**config.mk**
```make
export PLATFORM = sky130hd
export DESIGN_NAME = ew_threat_core
export DESIGN_NICKNAME = d
export VERILOG_FILES = /design/src/rtl/ew_threat_core.sv
export SDC_FILE = /design/constraint.sdc
export NUM_CORES = 1
export LEC_CHECK = 0
export BUFFER_PORTS_ARGS = -buffer_cell sky130_fd_sc_hd__buf_2
export CAP_MARGIN = 40
export CORE_ASPECT_RATIO = 1.5
export CORE_UTILIZATION = 49
export CTS_BUF_LIST = sky130_fd_sc_hd__clkbuf_8
export CTS_CLUSTER_SIZE = 10
export DETAILED_ROUTE_END_ITERATION = 6
export PLACE_DENSITY_LB_ADDON = 0.05
export SETUP_SLACK_MARGIN = 0.15
export SKIP_CTS_REPAIR_TIMING = 1
export SYNTH_ARGS = -nofsm -noshare
export SYNTH_HDL_FRONTEND = slang
export SYNTH_SLANG_ARGS = --single-unit
```
**constraint.sdc**
```tcl
create_clock -name clk -period 1.9 [get_ports clk]
set_input_delay 0.38 -clock clk [delete_from_list [all_inputs] [get_ports clk]]
set_output_delay 0.38 -clock clk [all_outputs]
set_load 0.01 [all_outputs]
```
**src/rtl/ew_threat_core.sv**
```systemverilog
`default_nettype none
// ============================================================================
// Module      : ew_threat_core
// Description : Electronic-warfare threat FSM: classifies samples, hops the
//               comm channel, authenticates spoof events and logs threats.
// Revision    : 1.0 - initial release
// ============================================================================
module ew_threat_core #(
    parameter int DATA_W       = 8,
    parameter int NUM_CH       = 4,
    parameter int JAM_THRESH   = 200,
    parameter int SPOOF_CODE   = 123,
    parameter int PERSIST      = 2,
    parameter int RECOV_CYCLES = 4,
    parameter int AUTH_TIMEOUT = 8,
    parameter int MAX_FAULTS   = 3,
    localparam int CH_W = ($clog2(NUM_CH) < 1) ? 1 : $clog2(NUM_CH)
) (
    input  logic                     clk,
    input  logic                     reset,
    input  logic                     sample_valid,
    input  logic [DATA_W-1:0]        signal_in,
    input  logic [DATA_W-1:0]        command_in,
    input  logic [NUM_CH*DATA_W-1:0] ch_table,
    input  logic                     auth_ok,
    output logic [2:0]               fsm_state,
    output logic [CH_W-1:0]          comm_channel,
    output logic [DATA_W-1:0]        ch_freq,
    output logic                     system_fault,
    output logic [7:0]               threat_count,
    output logic [DATA_W-1:0]        last_cmd
);

    localparam int c_PERS_W = ($clog2(PERSIST + 1) < 1) ? 1 : $clog2(PERSIST + 1);
    localparam int c_TMR_W  = ($clog2(AUTH_TIMEOUT + 1) < 1) ? 1 : $clog2(AUTH_TIMEOUT + 1);
    localparam int c_REC_W  = ($clog2(RECOV_CYCLES + 1) < 1) ? 1 : $clog2(RECOV_CYCLES + 1);
    localparam int c_FLT_W  = ($clog2(MAX_FAULTS + 1) < 1) ? 1 : $clog2(MAX_FAULTS + 1);

    typedef enum logic [2:0] {
        S_IDLE         = 3'd0,
        S_JAMMED       = 3'd1,
        S_SPOOF        = 3'd2,
        S_AUTH         = 3'd3,
        S_RECOVERY     = 3'd4,
        S_LOGGING      = 3'd5,
        S_THREAT_KNOWN = 3'd6
    } state_t;

    state_t              r_state;
    logic [CH_W-1:0]     r_ch;
    logic                r_fault;
    logic [7:0]          r_tc;
    logic [DATA_W-1:0]   r_last_cmd;
    logic                r_known;
    logic                r_ep_jam;
    logic [c_PERS_W-1:0] r_pers;
    logic [c_TMR_W-1:0]  r_timer;
    logic [c_REC_W-1:0]  r_recov;
    logic [c_FLT_W-1:0]  r_faults;

    logic                w_noise;
    logic                w_jam;
    logic                w_spoof;
    logic                w_qual;
    logic [c_PERS_W-1:0] w_pers_next;
    logic [c_FLT_W-1:0]  w_faults_inc;

    // Class priority: noise masks jam, jam masks spoof.
    assign w_noise      = sample_valid && (signal_in == {DATA_W{1'b1}});
    assign w_jam        = sample_valid && !w_noise && (int'(signal_in) >= JAM_THRESH);
    assign w_spoof      = sample_valid && !w_noise && !w_jam &&
                          (signal_in == DATA_W'(SPOOF_CODE));
    assign w_pers_next  = (r_pers == c_PERS_W'(PERSIST)) ? r_pers : r_pers + 1'b1;
    assign w_qual       = w_jam && (w_pers_next == c_PERS_W'(PERSIST));
    assign w_faults_inc = r_faults + 1'b1;

    function automatic logic [CH_W-1:0] hop(input logic [CH_W-1:0] ch, input int step);
        int s;
        s = (int'(ch) + step) % NUM_CH;
        return CH_W'(s);
    endfunction

    always_ff @(posedge clk) begin
        if (reset) begin
            r_state    <= S_IDLE;
            r_ch       <= '0;
            r_fault    <= 1'b0;
            r_tc       <= '0;
            r_last_cmd <= '0;
            r_known    <= 1'b0;
            r_ep_jam   <= 1'b0;
            r_pers     <= '0;
            r_timer    <= '0;
            r_recov    <= '0;
            r_faults   <= '0;
        end else begin
            if (sample_valid) begin
                r_last_cmd <= command_in;
            end
            case (r_state)
                S_IDLE: begin
                    // A latched fault parks the core here until reset.
                    if (!r_fault) begin
                        if (sample_valid) begin
                            r_pers <= w_jam ? w_pers_next : '0;
                        end
                        if (w_noise) begin
                            r_state  <= S_LOGGING;
                            r_ep_jam <= 1'b0;
                            r_pers   <= '0;
                        end else if (w_qual) begin
                            r_state  <= r_known ? S_THREAT_KNOWN : S_JAMMED;
                            r_ep_jam <= 1'b1;
                            r_pers   <= '0;
                        end else if (w_spoof) begin
                            r_state  <= S_SPOOF;
                            r_ep_jam <= 1'b0;
                            r_pers   <= '0;
                        end
                    end
                end
                S_JAMMED: begin
                    r_ch    <= hop(r_ch, 1);
                    r_recov <= c_REC_W'(RECOV_CYCLES - 1);
                    r_state <= S_RECOVERY;
                end
                S_THREAT_KNOWN: begin
                    r_ch    <= hop(r_ch, 2);
                    r_recov <= c_REC_W'(RECOV_CYCLES - 1);
                    r_state <= S_RECOVERY;
                end
                S_SPOOF: begin
                    r_timer <= c_TMR_W'(AUTH_TIMEOUT);
                    r_state <= S_AUTH;
                end
                S_AUTH: begin
                    if (auth_ok) begin
                        r_recov <= c_REC_W'(RECOV_CYCLES - 1);
                        r_state <= S_RECOVERY;
                    end else if (r_timer <= c_TMR_W'(1)) begin
                        r_timer  <= '0;
                        r_faults <= w_faults_inc;
                        if (int'(w_faults_inc) >= MAX_FAULTS) begin
                            r_fault <= 1'b1;
                        end
                        r_state <= S_LOGGING;
                    end else begin
                        r_timer <= r_timer - 1'b1;
                    end
                end
                S_RECOVERY: begin
                    if (r_recov == '0) begin
                        r_state <= S_LOGGING;
                    end else begin
                        r_recov <= r_recov - 1'b1;
                    end
                end
                S_LOGGING: begin
                    if (r_tc != 8'hFF) begin
                        r_tc <= r_tc + 8'd1;
                    end
                    if (r_ep_jam) begin
                        r_known <= 1'b1;
                    end
                    r_state <= S_IDLE;
                end
                default: r_state <= S_IDLE;
            endcase
        end
    end

    assign fsm_state    = r_state;
    assign comm_channel = r_ch;
    assign ch_freq      = ch_table[r_ch*DATA_W +: DATA_W];
    assign system_fault = r_fault;
    assign threat_count = r_tc;
    assign last_cmd     = r_last_cmd;

endmodule
`default_nettype wire

```
==> qor.txt <==
Reg power frac = 0.514
CP required = 1520 ps
Final RePlAce weighted congestion = 0.8309
Max VDD drop = 0.5814 mV
Final ANT Viol Nets = 0
Commonest cells post-synth = 35 x dfxtp_1, 28 x nor2_1, 11 x nand2_1
DRT iter0 DRCs = 27
Clock network fraction of design power = 0.372
Site row count = 27
CTS root buffer = clkbuf_8
Vias = 1839
Syn_area_per_cell = 9.443 um^2
R2R depth = 6
Yosys warns = 0
Main synth FF type = dfxtp_1
Core Box Area = 3716 um^2
Die ar. = 4171 um^2
Die Wd = 53.07 um
Distinct cell type count after synthesis = 48
GRT Util Overall = 0.2196
Maximum clock path buffer count = 2
Pre-CTS setup slack = 95.91 ps
Crit share post-route = 0.9567
Fillers = 310
Worst Slack Setup Final = 82.24 ps
Synth area leader = dfxtp_1
Area Growth Syn to Fin = 34.86%
Largest net degree at the start of global routing = 25
Hold path depth = 3
Remaining Overflow, GRT = 0
IO Port Bufs = 81
Syn Std Cell Area = 1917 um^2
Average wire per standard cell = 13.30 um
Worst hold start = command_in[7]
Drc violations = 0
RSZ-0062 raised after global routing = yes
Most frequent cell after synthesis = dfxtp_1
Synth Instances = 203
Relative slew margins = 0.6653
Antenna cells = 0
Leak Pwr = 1.147 nW
Final setup viols = 0
Worst reg2reg path startpoint = r_pers[0]
Combinational fraction of design power = 0.115
Starting Density = 0.5158
Area contributors post-synth = dfxtp_1 37%, mux4_2 9.4%, nor2_1 5.5%
Asr flop ratio synth = 0
Total CTS buffers = 5
Power Dens Cells = 564.7 nW/um^2
Detailed placement HPWL = 3.247 mm
Maxcap violations = 0
Arrival time worst endpoint = 1440 ps
Vias/cell = 5.506
# IOs = 82
Outcome = completed
Int Pwr = 1.121 mW
Startpoint Class = register
Drt pass-1 iters = 2
Yosys reg bits = 35
Fmax = 0.5501 GHz
CTS sink count = 35
Vias in the first global route = 1722
Share of layout cells above drive strength 1 = 0.4124
Setup TNS = 0 ps
Type of the most critical hold path = in -> reg
Max Slew Vio Count = 0
Global-route wire length before repair = 6.969 mm
Post-synth EDFFs = 0
Synth top area share = 0.3655
Critical path class = reg -> out
Clk_lat worst skew = 280 ps
Sw frac = 0.2319
Initial antenna violation count = 0
Worst-path clk slew = 70 ps
Post-Synthesis Net Count = 263
Capturing point of the worst reg2reg path = fsm_state[2]
Crit path time final = 1818 ps
CP max FO = 6
Post-Route Skew = 6.458 ps
CTS H-tree lvls = 2
CP Capture Type = output pin
Die Y = 78.60 um
Register area share after synthesis = 0.3655
Post-layout net count = 351
Measured slew at the worst slew-check pin = 501.2 ps
CTS tree = yes
Reg2Reg Setup Slack = 230 ps
Hold Vio Cnt, Final = 0
Detailed Route WL = 4.443 mm
Switching power = 0.3384 mW
WHS Endpoint = last_cmd[7]
-- worst max path at each step --
stage,start,endpoint,slack (ps)
2_1_floorplan,r_pers[0],fsm_state[1],290
3_3_place_gp,signal_in[3],fsm_state[0],100
3_5_place_dp,signal_in[3],fsm_state[2],100
4_1_cts,comm_channel[0],ch_freq[2],20
5_1_grt,comm_channel[0],ch_freq[2],40
6_report,comm_channel[0],ch_freq[5],80
-- metal layers --
metal / vias up / GRT usage / part of all wire
met5: - / 0 / 0
met3: 7 / 0.03682 / 0.066
met1: 862 / 0.2254 / 0.38
met4: 0 / 0.07105 / 0.012
met2: 61 / 0.4228 / 0.54
li1: 909 / - / -
-- stage by stage --
step | hold WS (ps) | area [um^2] | cells | util | total power [mW]
floorplan | 427.9 | 1917 | 203 | - | 0.8384
global placement | 436.9 | 2372 | 324 | 0.6384 | 0.9172
detailed placement | 450.2 | 2372 | 324 | 0.6384 | 0.9214
CTS | 328.7 | 2460 | 331 | 0.6620 | 1.465
global route | 333.0 | 2585 | 334 | 0.6956 | 1.526
finish | 335.5 | 2585 | 334 | 0.6956 | 1.460
-- power groups by stage --
stage          registers [mW]  logic (mW)  clock network, mW
6_report                0.750       0.167              0.542
5_1_grt                 0.751       0.183              0.592
4_1_cts                 0.751       0.154              0.560
3_5_place_dp            0.768       0.154                  0
3_3_place_gp            0.768       0.149                  0
2_1_floorplan           0.772      0.0661                  0
-- final cells by class --
cell class	instances	area, um^2	area share
clock buffer	6	82.58	0.03195
clock inverter	1	5.005	0.001936
inverter	10	37.54	0.01452
multi-input combinational	148	1151	0.4453
sequential	35	705.7	0.2730
tap	43	53.80	0.02081
timing repair buffer	91	549.3	0.2125
-- worst max-delay path, stage by stage (launching register included) --
cell     delay (ps)
dfxtp_4         370
buf_8           130
mux4_2          510
buf_6           140
-- flip-flops by register name, summed over array words and instances (netlist names) --
signal and count:
comm_channel 2, fsm_state 3, last_cmd 8, r_ep_jam 1, r_faults 2, r_known 1
r_pers 2, r_recov 3, r_timer 4, system_fault 1, threat_count 8
-- kinds of logic (layout without fill, tap and decap cells) --
| group | count (synthesis) | in the layout | share of synthesized area |
|---|---|---|---|
| adders and majority gates | 8 | 8 | 0.05222 |
| xor gates and xnor gates | 12 | 12 | 0.05483 |
| and+or+nand+nor | 78 | 78 | 0.2115 |
| muxes | 16 | 16 | 0.1358 |
| DFF | 35 | 35 | 0.3655 |
| buffers and inverters | 20 | 108 | 0.04895 |
| AOI/OAI and AO/OA | 34 | 34 | 0.1312 |
-- cell usage in the layout, fill, tap and decap left out, types with 2 or more instances in the layout --
cell type and count:
buf_2 74, dfxtp_1 33, nor2_1 27, nand2_1 11, inv_1 10, a21oi_1 9, mux4_2 8, mux2i_1 8
buf_4 8, nor3_1 7, xor2_1 7, ha_1 7, buf_6 7, clkbuf_8 6, o21ai_0 5, xnor2_1 5
nand3_1 4, or3_1 4, nand4_1 4, nand3b_1 2, nor4_1 2, a211oi_2 2, a311oi_1 2, nand4b_1 2
a31oi_1 2, a211oi_1 2, o211a_1 2
(Power assumes the default switching activity.)
